File: src/rtl/router_pkg.sv
// Shared router definitions: direction codes, port indices and flit widths.
// Also used by the route computation stage.
package router_pkg;

    localparam int FLIT_W = 40;
    localparam int CNT_W  = 16;
    localparam int NPORT  = 3;

    localparam int PORT_X     = 0;
    localparam int PORT_Y     = 1;
    localparam int PORT_LOCAL = 2;

    typedef enum logic [1:0] {
        DIR_NONE  = 2'b00,
        DIR_X     = 2'b01,
        DIR_Y     = 2'b10,
        DIR_LOCAL = 2'b11
    } dir_e;

    typedef struct packed {
        logic              valid;
        logic [1:0]        route;
        logic [FLIT_W-1:0] data;
    } in_req_t;

    // Output port index p is addressed by direction code p+1.
    function automatic logic [1:0] dir_of_port(input int p);
        return 2'(p + 1);
    endfunction

endpackage

File: src/rtl/router_switch_allocator_rr_arb3.sv
// Three-way round-robin arbiter. The search starts one past the last winner;
// the pointer only moves when a grant is issued.
module rr_arb3 (
    input  logic       clk,
    input  logic       rst,
    input  logic [2:0] req_i,
    input  logic       en_i,
    output logic [2:0] gnt_o
);

    logic [1:0] ptr_q, ptr_d;
    logic [1:0] idx;
    logic       found;

    always_comb begin
        gnt_o = '0;
        ptr_d = ptr_q;
        idx   = '0;
        found = 1'b0;
        if (en_i) begin
            for (int k = 1; k <= 3; k++) begin
                idx = 2'((32'(ptr_q) + 32'(k)) % 32'd3);
                if (!found && req_i[idx]) begin
                    gnt_o[idx] = 1'b1;
                    ptr_d      = idx;
                    found      = 1'b1;
                end
            end
        end
    end

    // Pointer resets to 2 so input 0 is favoured first.
    always_ff @(posedge clk or posedge rst) begin
        if (rst) ptr_q <= 2'd2;
        else     ptr_q <= ptr_d;
    end

endmodule

File: src/rtl/router_switch_allocator.sv
// Switch allocator: per-output round-robin arbitration into one-entry output registers.
// Optional ROUTER_ALLOC_STALL_CNT_EN adds saturating per-output arbitration-loss counters.
module router_switch_allocator
    import router_pkg::*;
(
    input  logic              clk,
    input  logic              rst,
    input  logic [2:0]        in_valid,
    input  logic [FLIT_W-1:0] in_data_x,
    input  logic [FLIT_W-1:0] in_data_y,
    input  logic [FLIT_W-1:0] in_data_local,
    input  logic [1:0]        in_route_x,
    input  logic [1:0]        in_route_y,
    input  logic [1:0]        in_route_local,
    output logic [2:0]        in_ready,
    output logic [2:0]        out_valid,
    output logic [FLIT_W-1:0] out_data_x,
    output logic [FLIT_W-1:0] out_data_y,
    output logic [FLIT_W-1:0] out_data_local,
    input  logic [2:0]        out_ready,
    output logic              err_route
`ifdef ROUTER_ALLOC_STALL_CNT_EN
    ,
    output logic [CNT_W-1:0]  stall_cnt_x,
    output logic [CNT_W-1:0]  stall_cnt_y,
    output logic [CNT_W-1:0]  stall_cnt_local
`endif
);

    in_req_t [2:0]              inp;
    logic [2:0][2:0]            req, gnt;   // [output][input]
    logic [2:0]                 load_en, drop;
    logic [2:0]                 out_valid_q, out_valid_d;
    logic [2:0][FLIT_W-1:0]     out_data_q, out_data_d;
    logic                       err_q, err_d;

    assign inp[PORT_X]     = {in_valid[PORT_X],     in_route_x,     in_data_x};
    assign inp[PORT_Y]     = {in_valid[PORT_Y],     in_route_y,     in_data_y};
    assign inp[PORT_LOCAL] = {in_valid[PORT_LOCAL], in_route_local, in_data_local};

    for (genvar o = 0; o < NPORT; o++) begin : g_out
        for (genvar i = 0; i < NPORT; i++) begin : g_req
            assign req[o][i] = inp[i].valid && (inp[i].route == dir_of_port(o));
        end
        // Drain and load may coincide, so a ready consumer keeps the slot free.
        assign load_en[o] = !rst && (!out_valid_q[o] || out_ready[o]);

        rr_arb3 u_arb (
            .clk   (clk),
            .rst   (rst),
            .req_i (req[o]),
            .en_i  (load_en[o]),
            .gnt_o (gnt[o])
        );
    end

    for (genvar i = 0; i < NPORT; i++) begin : g_drop
        assign drop[i] = !rst && inp[i].valid && (inp[i].route == DIR_NONE);
    end

    always_comb begin
        in_ready    = drop;
        out_valid_d = out_valid_q;
        out_data_d  = out_data_q;
        for (int o = 0; o < NPORT; o++) begin
            in_ready = in_ready | gnt[o];
            if (|gnt[o]) begin
                out_valid_d[o] = 1'b1;
                for (int i = 0; i < NPORT; i++)
                    if (gnt[o][i]) out_data_d[o] = inp[i].data;
            end else if (out_ready[o]) begin
                out_valid_d[o] = 1'b0;
            end
        end
        err_d = |drop;
    end

    always_ff @(posedge clk or posedge rst) begin
        if (rst) begin
            out_valid_q <= '0;
            out_data_q  <= '0;
            err_q       <= 1'b0;
        end else begin
            out_valid_q <= out_valid_d;
            out_data_q  <= out_data_d;
            err_q       <= err_d;
        end
    end

    assign out_valid      = out_valid_q;
    assign out_data_x     = out_data_q[PORT_X];
    assign out_data_y     = out_data_q[PORT_Y];
    assign out_data_local = out_data_q[PORT_LOCAL];
    assign err_route      = err_q;

`ifdef ROUTER_ALLOC_STALL_CNT_EN
    logic [2:0][CNT_W-1:0] stall_q;

    // Any requester left ungranted counts, including backpressure cycles.
    for (genvar o = 0; o < NPORT; o++) begin : g_stall
        always_ff @(posedge clk or posedge rst) begin
            if (rst)
                stall_q[o] <= '0;
            else if (|(req[o] & ~gnt[o]) && !(&stall_q[o]))
                stall_q[o] <= stall_q[o] + 1'b1;
        end
    end

    assign stall_cnt_x     = stall_q[PORT_X];
    assign stall_cnt_y     = stall_q[PORT_Y];
    assign stall_cnt_local = stall_q[PORT_LOCAL];
`endif

endmodule

File: config.mk
export PLATFORM = sky130hd
export DESIGN_NAME = router_switch_allocator
export DESIGN_NICKNAME = d
export VERILOG_FILES = /design/src/rtl/router_pkg.sv /design/src/rtl/router_switch_allocator_rr_arb3.sv /design/src/rtl/router_switch_allocator.sv
export SDC_FILE = /design/constraint.sdc
export NUM_CORES = 1
export LEC_CHECK = 0
export CAP_MARGIN = 20
export CORE_ASPECT_RATIO = 0.6
export CORE_MARGIN = 4
export CORE_UTILIZATION = 46
export CTS_BUF_LIST = sky130_fd_sc_hd__clkbuf_16
export CTS_CLUSTER_SIZE = 30
export DETAILED_ROUTE_END_ITERATION = 10
export PLACE_DENSITY = 0.86
export SYNTH_ARGS = -nofsm -noshare
export SYNTH_HDL_FRONTEND = slang
export SYNTH_SLANG_ARGS = --single-unit
File: constraint.sdc
create_clock -name clk -period 8.11 [get_ports clk]
set_input_delay 1.2165 -clock clk [delete_from_list [all_inputs] [get_ports clk]]
set_output_delay 1.2165 -clock clk [all_outputs]
set_load 0.01 [all_outputs]
Word-level counts from Yosys, hierarchy flattened. Index checks and enable logic that the tools add are counted.

Output and inout bits: 127. Latch bits: 0. Memories: 0. Bits in registers: 130. Bits in writable memories: 0. Bits in read-only memories: 0. Input port bits: 134.

Div/mod/pow operators: 9. Reductions and logical operators: 68. Shifts and indexed selects: 0. Bitwise operators: 9. Muxes and demuxes: 90. Magnitude comparators: 18. Equality and inequality tests: 9. $mul: 0. $add $sub $neg: 9.

Operator list (count): 40-bit 2-to-1 mux (9); 32-bit by 2-bit remainder unit with 32-bit output (second input constant) (9); 3-bit 2-to-1 mux (18); 1-bit 2-to-1 mux (36); 1-bit logical AND (33); 2-bit by 3-bit < comparator with 1-bit output (second input constant) (9); 3-bit OR (9); 2-bit by 2-bit adder with 3-bit output (second input constant) (6); 1-bit binary-select mux with 2-bit select (9); 1-bit demux with 2-bit select (9); 2-bit by 1-bit >= comparator with 1-bit output (second input constant) (9); 2-bit 2-to-1 mux (9); 3-bit nonzero test (6); 2-bit == test (second input constant) (6); 2-bit AND reduction (6); 3-bit OR reduction (4); 1-bit zero test (10); 2-bit by 1-bit adder with 3-bit output (second input constant) (3); 2-bit by 1-bit == test with 1-bit output (second input constant) (3); 2-bit zero test (3); 2-bit nonzero test (3); 1-bit logical OR (3).

Longest topological paths before layout. Gate-level depths: netlist of the first run.

Word-level depth: 17. Gate-level depth with buffers: 12. Depth with buffers taken out: 9.

Hierarchy. A second synthesis of the first run with hierarchy kept.

Cells, all modules: 848. Area total of the unflattened synthesis: 8577.0 um^2.

Modules (own cells, without submodules): router_switch_allocator (times used 1, cells each 698, area each 7372.1 um^2); rr_arb3 (times used 3, cells each 50, area each 401.6 um^2).

Least setup slack after synthesis of the first run. OpenSTA, ideal clock, no wires.

Kind: input port to output port. Start point: in rst. End point: out in_ready[0]. Path buffers: 2. Data arrival time: 5620 ps. Stages on the path: 7. Required time: 6894 ps. Setup slack: 1273 ps. Cell sequence: clkbuf_1 > inv_1 > nand2_1 > o211ai_2 > clkbuf_1 > nor2_1 > nand3_1.

Word-level cells in the longest chain between the ends: 6. Elaborated cells between the ends (all ways): 12. Classes of those cells: mux: 3; bitwise: 3; reduce/logical: 6.

RTL lines: from (decl) (RTL line router_switch_allocator.sv:7) `input logic rst,`; 1-bit zero test (no line) *; 1-bit logical AND (on tied branches) (RTL line router_switch_allocator.sv:46, router_switch_allocator.sv:58); 3-bit 2-to-1 mux / 1-bit logical AND (equally long branches) (RTL line router_switch_allocator_rr_arb3.sv:20, router_switch_allocator.sv:58); 3-bit OR (2 in series) (RTL line router_switch_allocator.sv:66) `in_ready = in_ready | gnt[o];`; 3-bit OR * (RTL line router_switch_allocator.sv:66); to (decl) (RTL line router_switch_allocator.sv:15) `output logic [2:0] in_ready,`.

Every way passes the cells marked *; elsewhere a longest branch is shown, timed or not.

Final worst setup path of the first run.
Start point: in in_valid[2]. End point: out in_ready[2].

Word-level cells in the longest chain between the ends: 16. Elaborated cells between the ends (all ways): 74. Classes of those cells: mux: 48; bitwise: 9; reduce/logical: 17.

RTL lines: from (decl) (RTL line router_switch_allocator.sv:8) `input logic [2:0] in_valid,`; 1-bit logical AND (RTL line router_switch_allocator.sv:43) `assign req[o][i] = inp[i].valid && (inp[i].route == dir_of_port(o));`; 1-bit binary-select mux with 2-bit select (RTL line router_switch_allocator_rr_arb3.sv:23) `if (!found && req_i[idx]) begin`; 1-bit 2-to-1 mux (implied by the code) (RTL line router_switch_allocator_rr_arb3.sv:23); 1-bit 2-to-1 mux (RTL line router_switch_allocator_rr_arb3.sv:23); 1-bit 2-to-1 mux (RTL line router_switch_allocator_rr_arb3.sv:20) `if (en_i) begin`; 1-bit zero test (RTL line router_switch_allocator_rr_arb3.sv:23); 1-bit logical AND (RTL line router_switch_allocator_rr_arb3.sv:23); 1-bit 2-to-1 mux (RTL line router_switch_allocator_rr_arb3.sv:23); 1-bit 2-to-1 mux (RTL line router_switch_allocator_rr_arb3.sv:20); 1-bit zero test (RTL line router_switch_allocator_rr_arb3.sv:23); 1-bit logical AND (RTL line router_switch_allocator_rr_arb3.sv:23); 3-bit 2-to-1 mux (RTL line router_switch_allocator_rr_arb3.sv:23); 3-bit 2-to-1 mux (RTL line router_switch_allocator_rr_arb3.sv:20); 3-bit OR (2 in series) (RTL line router_switch_allocator.sv:66); 3-bit OR * (RTL line router_switch_allocator.sv:66).

Every way passes the cells marked *; elsewhere a longest branch is shown, timed or not. The select of a mux whose other input is x is not followed.

==> results.cfg, run 1 <==
[worst_setup_path]
critPathKind = primary input to output port
critPathCaptureType = output port
cp.required_ns = 6.89
cp-start-kind = primary input
ff2ff_setup_slack_ns = 3.87
crit_path_cell_trace = clkdlybuf4s50_1 -> nand4b_1 -> a2bb2oi_1 -> and3_1 -> a32oi_4 -> nand4b_1 -> clkdlybuf4s50_1
worstPathMaxFanout = 36
critPathArrivalTime_ns = 4.19
max_stage_delay_ns = 0.81
slowest_stage = a32oi_4

[grt]
grt_max_degree = 88
grt_remaining_overflow = 0
grt_pass1_wl_microns = 43800
track_usage = 0.297
antenna_found_initial = 0
grt_pass1_vias = 7867

[layout]
final_common_cell = clkdlybuf4s50_1
final_layout_size_suffix_gt1_frac = 0.0674
nNetsFinal = 1159
final_cell_mix = clkdlybuf4s50_1, dfrtp_1, o21ai_0, inv_1
insertedDiodeCount = 0
syn2layout_area_growth_pct = 44.9
fin_cells = 1233

[detailed_routing]
wl_microns = 28600
ant_nets = 0
vias = 7945
drcViolationCount = 0
avgRoutedWirePerCell_microns = 23.2
drt_iter0_markers = 1011
via_per_inst = 6.44
drtPass1Iterations = 7

[floorplanning]
die-width_microns = 174
rows = 36
core_area_sq_um = 16200
dieArea_sq_um = 18600
ioPinCount = 261
start_util = 0.468
die_h_microns = 107

[clocking]
cts_tree = built
ctsHoldBuffers = 0
cts-htree-levels = 4
cts_sinks = 130
clk_pin_slew_ns = 0.06
insertion_delay_ns = 0.41
clockBufferDepth = 2
cts_setup_buffers = 0
cts_root_buf = clkbuf_16
cts_resized = 0
cts_inserted_buffers = 17

[place]
dp_hpwl_microns = 18800
io_buffer_count = 260
dpl.cell_count = 1202
place_congestion = 1.01

[sta]
drv_slew = 0
post-route-period-util = 0.667
setup_tns_ns = 0
relSlewSlack = 0.290
period_needed_ns = 5.41
rsz0062_at_grt = no
setup_violations = 0
clock.fmax_mhz = 185
finalHoldViolCount = 0
tightest_slew_ns = 1.06
skew_ns = 0.0150

[synth]
synth_nets = 940
synth_compound_area_frac = 0.312
synth_xor_area_frac = 0
muxShareOfSynthArea = 0.0611
synth_edf_count = 0
syn_area_per_cell_sq_um = 9.54
synth_top_family_by_area = compound AO/OA/AOI/OAI gates
synth-seq-cells = 130
synth_fa_ha_area_frac = 0.0198
syn-cell-area_sq_um = 7570
synth_cells = 794
yosys.area_share.simple = 0.108
yosysSeqAreaShare = 0.430
ys.flop_type = dfrtp_1
ys_types = 61
yosysWarnings = 0
synthArstFlopShare = 1.00

[power]
swShare = 0.377
power_density_nw_per_um2 = 382
total_power_uw = 4190
combinationalPowerShare = 0.514
seqPwrFrac = 0.284
peakVddDrop_mv = 0.168
p_sw_uw = 1580
clock_power_share = 0.202
p_int_uw = 2610
power_leakage_uw = 0.00434

[outcome]
status = completed

[min_path]
hp-class = register to register

[run]
maxCapViolations = 0
cell type report:
| class | instances | area [sq um] |
|---|---|---|
| inverters | 54 | 208 |
| flip-flops and latches | 130 | 3260 |
| fillers | 1246 | 5200 |
| well taps | 209 | 262 |
| multi-input cells | 538 | 3880 |
| clock buffers | 17 | 425 |
| clock inverters | 13 | 211 |
| repair buffers | 272 | 2730 |
Yosys cell counts (2+ instances only):
cell	count	share of area
nand3b_1	4	0.0040
nor2b_1	6	0.0050
or4b_2	4	0.0053
nand2b_1	8	0.0066
a2111oi_0	2	0.0023
nand3_1	50	0.033
and3_1	4	0.0033
o21ai_0	83	0.055
o2bb2ai_1	40	0.046
nand4_1	3	0.0025
a221o_1	41	0.054
a22oi_1	41	0.041
and3b_1	5	0.0058
dfstp_2	3	0.010
inv_1	54	0.027
nand4b_1	6	0.0069
o21bai_1	2	0.0020
mux2i_1	44	0.058
a21oi_1	50	0.033
and4b_1	2	0.0026
o21ai_1	17	0.011
clkbuf_1	46	0.023
buf_4	4	0.0040
nor4bb_1	2	0.0026
ha_1	12	0.020
buf_2	22	0.015
a221oi_1	2	0.0023
nand3b_4	2	0.0053
nor2_1	10	0.0050
a32oi_1	2	0.0023
a21o_1	4	0.0040
o21a_1	2	0.0020
nand2_1	16	0.0079
nor3_1	2	0.0013
a22o_1	2	0.0023
a2bb2oi_1	2	0.0023
or2_2	2	0.0017
o22ai_1	44	0.036
dfrtp_1	127	0.42
routing by layer:
metal | vias up | track usage | routed length, microns
li1 | 3477 | - | -
met1 | 3897 | 0.401 | 11800
met2 | 541 | 0.463 | 12900
met3 | 30 | 0.0993 | 3450
met4 | 0 | 0.0791 | 391
met5 | - | 0 | 0
per-stage QoR:
step	cell area, sq um	utilization	setup WS, ns	hold slack (ns)
after floorplan	7570	-	1.27	0.458
after global placement	10300	0.636	2.82	0.471
after detailed placement	10300	0.637	2.76	0.474
after CTS	10900	0.677	2.78	0.488
after global routing	11000	0.678	2.57	0.514
final	11000	0.678	2.70	0.484
final timing paths:
check                                                         start                                  end  depth (start not counted)
worst max-delay path                                    in_valid[2]                          in_ready[2]                          7
worst min-delay path            g_out[0].u_arb.ptr_q[1]$_DFFE_PP1P_  g_out[0].u_arb.ptr_q[1]$_DFFE_PP1P_                          2
worst max register to register  g_out[0].u_arb.ptr_q[0]$_DFFE_PP0P_           out_data_x[15]$_DFFE_PP0P_                          9
worst min register to register  g_out[0].u_arb.ptr_q[1]$_DFFE_PP1P_  g_out[0].u_arb.ptr_q[1]$_DFFE_PP1P_                          2
max in group asynchronous                                       rst       out_data_local[24]$_DFFE_PP0P_                          3
min in group asynchronous                                       rst             out_valid[0]$_DFFE_PP0P_                          2
logic make-up after synthesis:
logic type | count (synthesis)
mux | 46
buf+inv | 126
fa+ha+maj | 12
simple gates | 133
compound gates | 347
flops | 130
power groups by stage:
stage | Clock [uW] | Sequential [uW] | Combinational [uW]
after floorplan | 0 | 1290 | 983
final | 846 | 1190 | 2150
after detailed placement | 0 | 1180 | 2130
after global placement | 0 | 1190 | 2080
after CTS | 854 | 1190 | 2130
after global routing | 886 | 1220 | 2310
registers in the layout (all words and copies together) (netlist names):
| register | flops |
|---|---|
| out_data_y | 40 |
| out_valid | 3 |
| err_route | 1 |
| out_data_x | 40 |
| out_data_local | 40 |
| g_out.u_arb.ptr_q | 6 |
worst max-delay path, delay by kind of cell:
kind	cells	cell delay [ns]
AND/OR/NAND/NOR	3	0.69
buffers and inverters	2	1.27
AO/OA/AOI/OAI	2	1.00
No activity file was read; power rests on OpenSTA's default activity.
==> run 2, diff against run 1 <==
--- a/config.mk
+++ b/config.mk
@@ -8,11 +8,11 @@
 export CAP_MARGIN = 20
 export CORE_ASPECT_RATIO = 0.6
 export CORE_MARGIN = 4
-export CORE_UTILIZATION = 46
+export CORE_UTILIZATION = 42
 export CTS_BUF_LIST = sky130_fd_sc_hd__clkbuf_16
 export CTS_CLUSTER_SIZE = 30
 export DETAILED_ROUTE_END_ITERATION = 10
-export PLACE_DENSITY = 0.86
+export PLACE_DENSITY = 0.83
 export SYNTH_ARGS = -nofsm -noshare
 export SYNTH_HDL_FRONTEND = slang
 export SYNTH_SLANG_ARGS = --single-unit
==> constraint.sdc (replaced) <==
create_clock -name clk -period 4.9 [get_ports clk]
set_input_delay 0.735 -clock clk [delete_from_list [all_inputs] [get_ports clk]]
set_output_delay 0.735 -clock clk [all_outputs]
set_load 0.01 [all_outputs]
==> results.cfg, run 2 (synthesis results as in run 1) <==
[worst_setup_path]
max_stage_delay_ns = 0.72
worst-path-buf-inv = 2
critical-path-top-delay-family = buffers and inverters
crit_path_cell_trace = clkdlybuf4s50_1 -> and3b_1 -> mux2i_1 -> o21ai_0 -> a31oi_1 -> nand2b_2 -> nand4b_1 -> clkdlybuf4s50_1
critPathKind = primary input to output port
critPathCaptureType = output port
cp.required_ns = 4.16
critPathArrivalTime_ns = 3.50
slowest_stage = clkdlybuf4s50_1
worstPathMaxFanout = 10
cp-start-kind = primary input
cpMostUsedCell = clkdlybuf4s50_1

[grt]
grt_pass1_vias = 7967
grt_pass1_wl_microns = 46000
antenna_found_initial = 0
grt_max_degree = 82
grt_remaining_overflow = 0
track_usage = 0.284

[clocking]
cts_inserted_buffers = 17
cts_setup_buffers = 0
cts_resized = 0
cts_root_buf = clkbuf_16
cts-htree-levels = 4
cts_sinks = 130
clk_pin_slew_ns = 0.06
ctsHoldBuffers = 0
cts_tree = built
clockBufferDepth = 2
insertion_delay_ns = 0.41

[place]
place_congestion = 1.03
dp_slack_ns = 0.709
dp_hpwl_microns = 19900
io_buffer_count = 260
dpl-instance-area_sq_um = 10400

[detailed_routing]
drt_iter0_markers = 778
avgRoutedWirePerCell_microns = 23.2
drtPass1Iterations = 6
drcViolationCount = 0
wl_microns = 29500
wl_met2_microns = 12800
ant_nets = 0
highest_layer = met4
vias = 7960
met1_length_microns = 12400
route.met3.wl_microns = 3820
via_per_inst = 6.28

[sta]
fin_hold_ws_ns = 0.489
drv_slew = 0
setup_violations = 0
final.setup.worst_slack_ns = 0.663
post-route-period-util = 0.865
setup_tns_ns = 0
finalHoldViolCount = 0
tightest_slew_ns = 0.849
relSlewSlack = 0.434
clock.fmax_mhz = 236
rsz0062_at_grt = no
skew_ns = 0.0108
period_needed_ns = 4.24

[floorplanning]
rows = 37
dieArea_sq_um = 20300
die-width_microns = 181
ioPinCount = 261
die_h_microns = 112
core_area_sq_um = 17400
start_util = 0.435

[layout]
insertedDiodeCount = 0
final_common_cell = clkdlybuf4s50_1
final_layout_size_suffix_gt1_frac = 0.0764
nNetsFinal = 1167
fillCellCount = 1418
final_area_sq_um = 11100
syn2layout_area_growth_pct = 46.1
final_cell_mix = clkdlybuf4s50_1, dfrtp_1, o21ai_0, inv_1

[power]
power_density_nw_per_um2 = 620
peakVddDrop_mv = 0.305
power_leakage_uw = 0.00438

[outcome]
status = completed

[run]
maxCapViolations = 0

[min_path]
hp-class = register to register
run 2: changes by cell type in the layout (fill, tap and decap cells not counted), moves of 2 or more:
cell	before	now
clkinv_2	0	2
buf_12	1	4
inv_6	2	5
buf_4	10	14
bufinv_16	5	2
run 2: final cells by class:
cell class | count | area (sq um) | area share
Multi-Input combinational cell | 538 | 3880 | 0.351
Clock buffer | 17 | 425 | 0.0384
Inverter | 54 | 206 | 0.0187
Tap cell | 234 | 293 | 0.0265
Timing Repair Buffer | 280 | 2840 | 0.257
Sequential cell | 130 | 3260 | 0.294
Clock inverter | 15 | 158 | 0.0142
run 2: per-stage QoR:
step / util / power (uW) / instances
after floorplan: - / 3760 / 794
after global placement: 0.599 / 5460 / 1234
after detailed placement: 0.599 / 5530 / 1234
after CTS: 0.632 / 6830 / 1266
after global routing: 0.636 / 7260 / 1268
final: 0.636 / 6860 / 1268
run 2: power by group:
| part | switching [uW] | internal [uW] | leakage [uW] |
|---|---|---|---|
| Combinational | 1780 | 1840 | 0.00250 |
| Clock | 519 | 755 | 0.000282 |
| Sequential | 343 | 1620 | 0.00159 |
run 2: path summary, 6_finish.rpt:
check | from | endpoint | slack, ns | cells after the start
worst max-delay path | in_valid[2] | in_ready[2] | 0.66 | 8
worst min-delay path | out_data_y[2]$_DFFE_PP0P_ | out_data_y[2]$_DFFE_PP0P_ | 0.49 | 1
worst max register to register | g_out[0].u_arb.ptr_q[0]$_DFFE_PP0P_ | out_data_x[3]$_DFFE_PP0P_ | 1.16 | 10
worst min register to register | out_data_y[2]$_DFFE_PP0P_ | out_data_y[2]$_DFFE_PP0P_ | 0.49 | 1
max in group asynchronous | rst | g_out[0].u_arb.ptr_q[1]$_DFFE_PP1P_ | 3.13 | 4
min in group asynchronous | rst | out_data_local[30]$_DFFE_PP0P_ | 1.13 | 3
run 2: metal layers:
metal / vias to the layer above / GRT usage
met3: 60 / 0.0989
met2: 596 / 0.424
met4: 0 / 0.0695
met5: - / 0
met1: 3801 / 0.397
li1: 3503 / -
==> run 3, diff against run 2 <==
--- a/config.mk
+++ b/config.mk
@@ -12,6 +12,7 @@
 export CTS_BUF_LIST = sky130_fd_sc_hd__clkbuf_16
 export CTS_CLUSTER_SIZE = 30
 export DETAILED_ROUTE_END_ITERATION = 10
+export GPL_ROUTABILITY_DRIVEN = 0
 export PLACE_DENSITY = 0.83
 export SYNTH_ARGS = -nofsm -noshare
 export SYNTH_HDL_FRONTEND = slang
==> results.cfg, run 3 (synthesis results as in run 1) <==
[worst_setup_path]
cp-start-kind = primary input
cp.required_ns = 4.16
critPathCaptureType = output port
worstPathMaxFanout = 10
critPathKind = primary input to output port
critPathArrivalTime_ns = 3.45

[grt]
grt_pass1_wl_microns = 46200
grt_max_degree = 77
grt_remaining_overflow = 0
grt_pass1_vias = 7944
antenna_found_initial = 0
track_usage = 0.285

[floorplanning]
start_util = 0.435
dieArea_sq_um = 20300
rows = 37
die_h_microns = 112
core_area_sq_um = 17400
ioPinCount = 261
die-width_microns = 181

[layout]
final_common_cell = clkdlybuf4s50_1
final_area_sq_um = 11100
insertedDiodeCount = 0
syn2layout_area_growth_pct = 46.0
nNetsFinal = 1168
final_cell_mix = clkdlybuf4s50_1, dfrtp_1, o21ai_0, inv_1
fillCellCount = 1416
final_layout_size_suffix_gt1_frac = 0.0754

[sta]
tightest_slew_ns = 0.860
drv_slew = 0
post-route-period-util = 0.853
clock.fmax_mhz = 239
skew_ns = 0.0118
setup_violations = 0
period_needed_ns = 4.18
rsz0062_at_grt = no
finalHoldViolCount = 0
relSlewSlack = 0.427
setup_tns_ns = 0

[min_path]
hp-class = register to register

[power]
peakVddDrop_mv = 0.288
power_leakage_uw = 0.00436
power_density_nw_per_um2 = 623

[place]
io_buffer_count = 260
dp_hpwl_microns = 20100
dpl-instance-area_sq_um = 10400

[detailed_routing]
drcViolationCount = 0
drt_iter0_markers = 960
avgRoutedWirePerCell_microns = 23.4
vias = 8037
ant_nets = 0
drtPass1Iterations = 6
wl_microns = 29700
via_per_inst = 6.33

[clocking]
cts_root_buf = clkbuf_16
cts_tree = built
cts_inserted_buffers = 17
cts_setup_buffers = 0
cts_resized = 0
cts_sinks = 130
ctsHoldBuffers = 0
clk_pin_slew_ns = 0.06
cts-htree-levels = 4
clockBufferDepth = 2
insertion_delay_ns = 0.41

[outcome]
status = completed

[run]
maxCapViolations = 0
run 3: area by class of cell:
class	instances	area [sq um]	share of cell area
multi-input cells	538	3880	0.351
flip-flops and latches	130	3260	0.295
clock inverters	15	170	0.0154
repair buffers	281	2820	0.255
clock buffers	17	425	0.0385
well taps	234	293	0.0265
inverters	54	206	0.0187
run 3: layer usage:
| metal | global-route usage | routed length, microns |
|---|---|---|
| met1 | 0.397 | 12700 |
| met2 | 0.422 | 12900 |
| met3 | 0.103 | 3600 |
| met4 | 0.0745 | 575 |
| met5 | 0 | 0 |
run 3: critical path, cell delays in order:
cell	delay (ns)
clkdlybuf4s50_1	0.72
and3b_1	0.31
mux2i_1	0.09
o21ai_0	0.38
a31oi_1	0.29
nand2b_2	0.26
nand4b_1	0.12
clkdlybuf4s50_1	0.55
run 3: power by group:
part	internal (uW)	total, uW	switching [uW]
combinational	1830	3610	1780
clock	795	1310	511
sequential	1620	1970	348
run 3: worst paths after layout:
check | slack, ns | start | depth (start not counted) | to
setup / recovery | 0.72 | in_valid[2] | 8 | in_ready[2]
hold / removal | 0.49 | g_out[0].u_arb.ptr_q[1]$_DFFE_PP1P_ | 2 | g_out[0].u_arb.ptr_q[1]$_DFFE_PP1P_
setup reg to reg | 1.23 | g_out[2].u_arb.ptr_q[1]$_DFFE_PP1P_ | 10 | out_data_local[15]$_DFFE_PP0P_
hold reg to reg | 0.49 | g_out[0].u_arb.ptr_q[1]$_DFFE_PP1P_ | 2 | g_out[0].u_arb.ptr_q[1]$_DFFE_PP1P_
max in group asynchronous | 3.09 | rst | 4 | g_out[0].u_arb.ptr_q[1]$_DFFE_PP1P_
min in group asynchronous | 0.89 | rst | 2 | err_route$_DFF_PP0_
run 3: metrics by stage:
| step | cells | utilization | power, uW | setup WS [ns] | hold slack (ns) |
|---|---|---|---|---|---|
| 2_1_floorplan | 794 | - | 3760 | 0.0579 | 0.458 |
| 3_3_place_gp | 1235 | 0.598 | 5440 | 0.896 | 0.475 |
| 3_5_place_dp | 1235 | 0.598 | 5540 | 0.757 | 0.474 |
| 4_1_cts | 1267 | 0.632 | 6870 | 0.812 | 0.489 |
| 5_1_grt | 1269 | 0.635 | 7260 | 0.595 | 0.504 |
| 6_report | 1269 | 0.635 | 6880 | 0.720 | 0.491 |
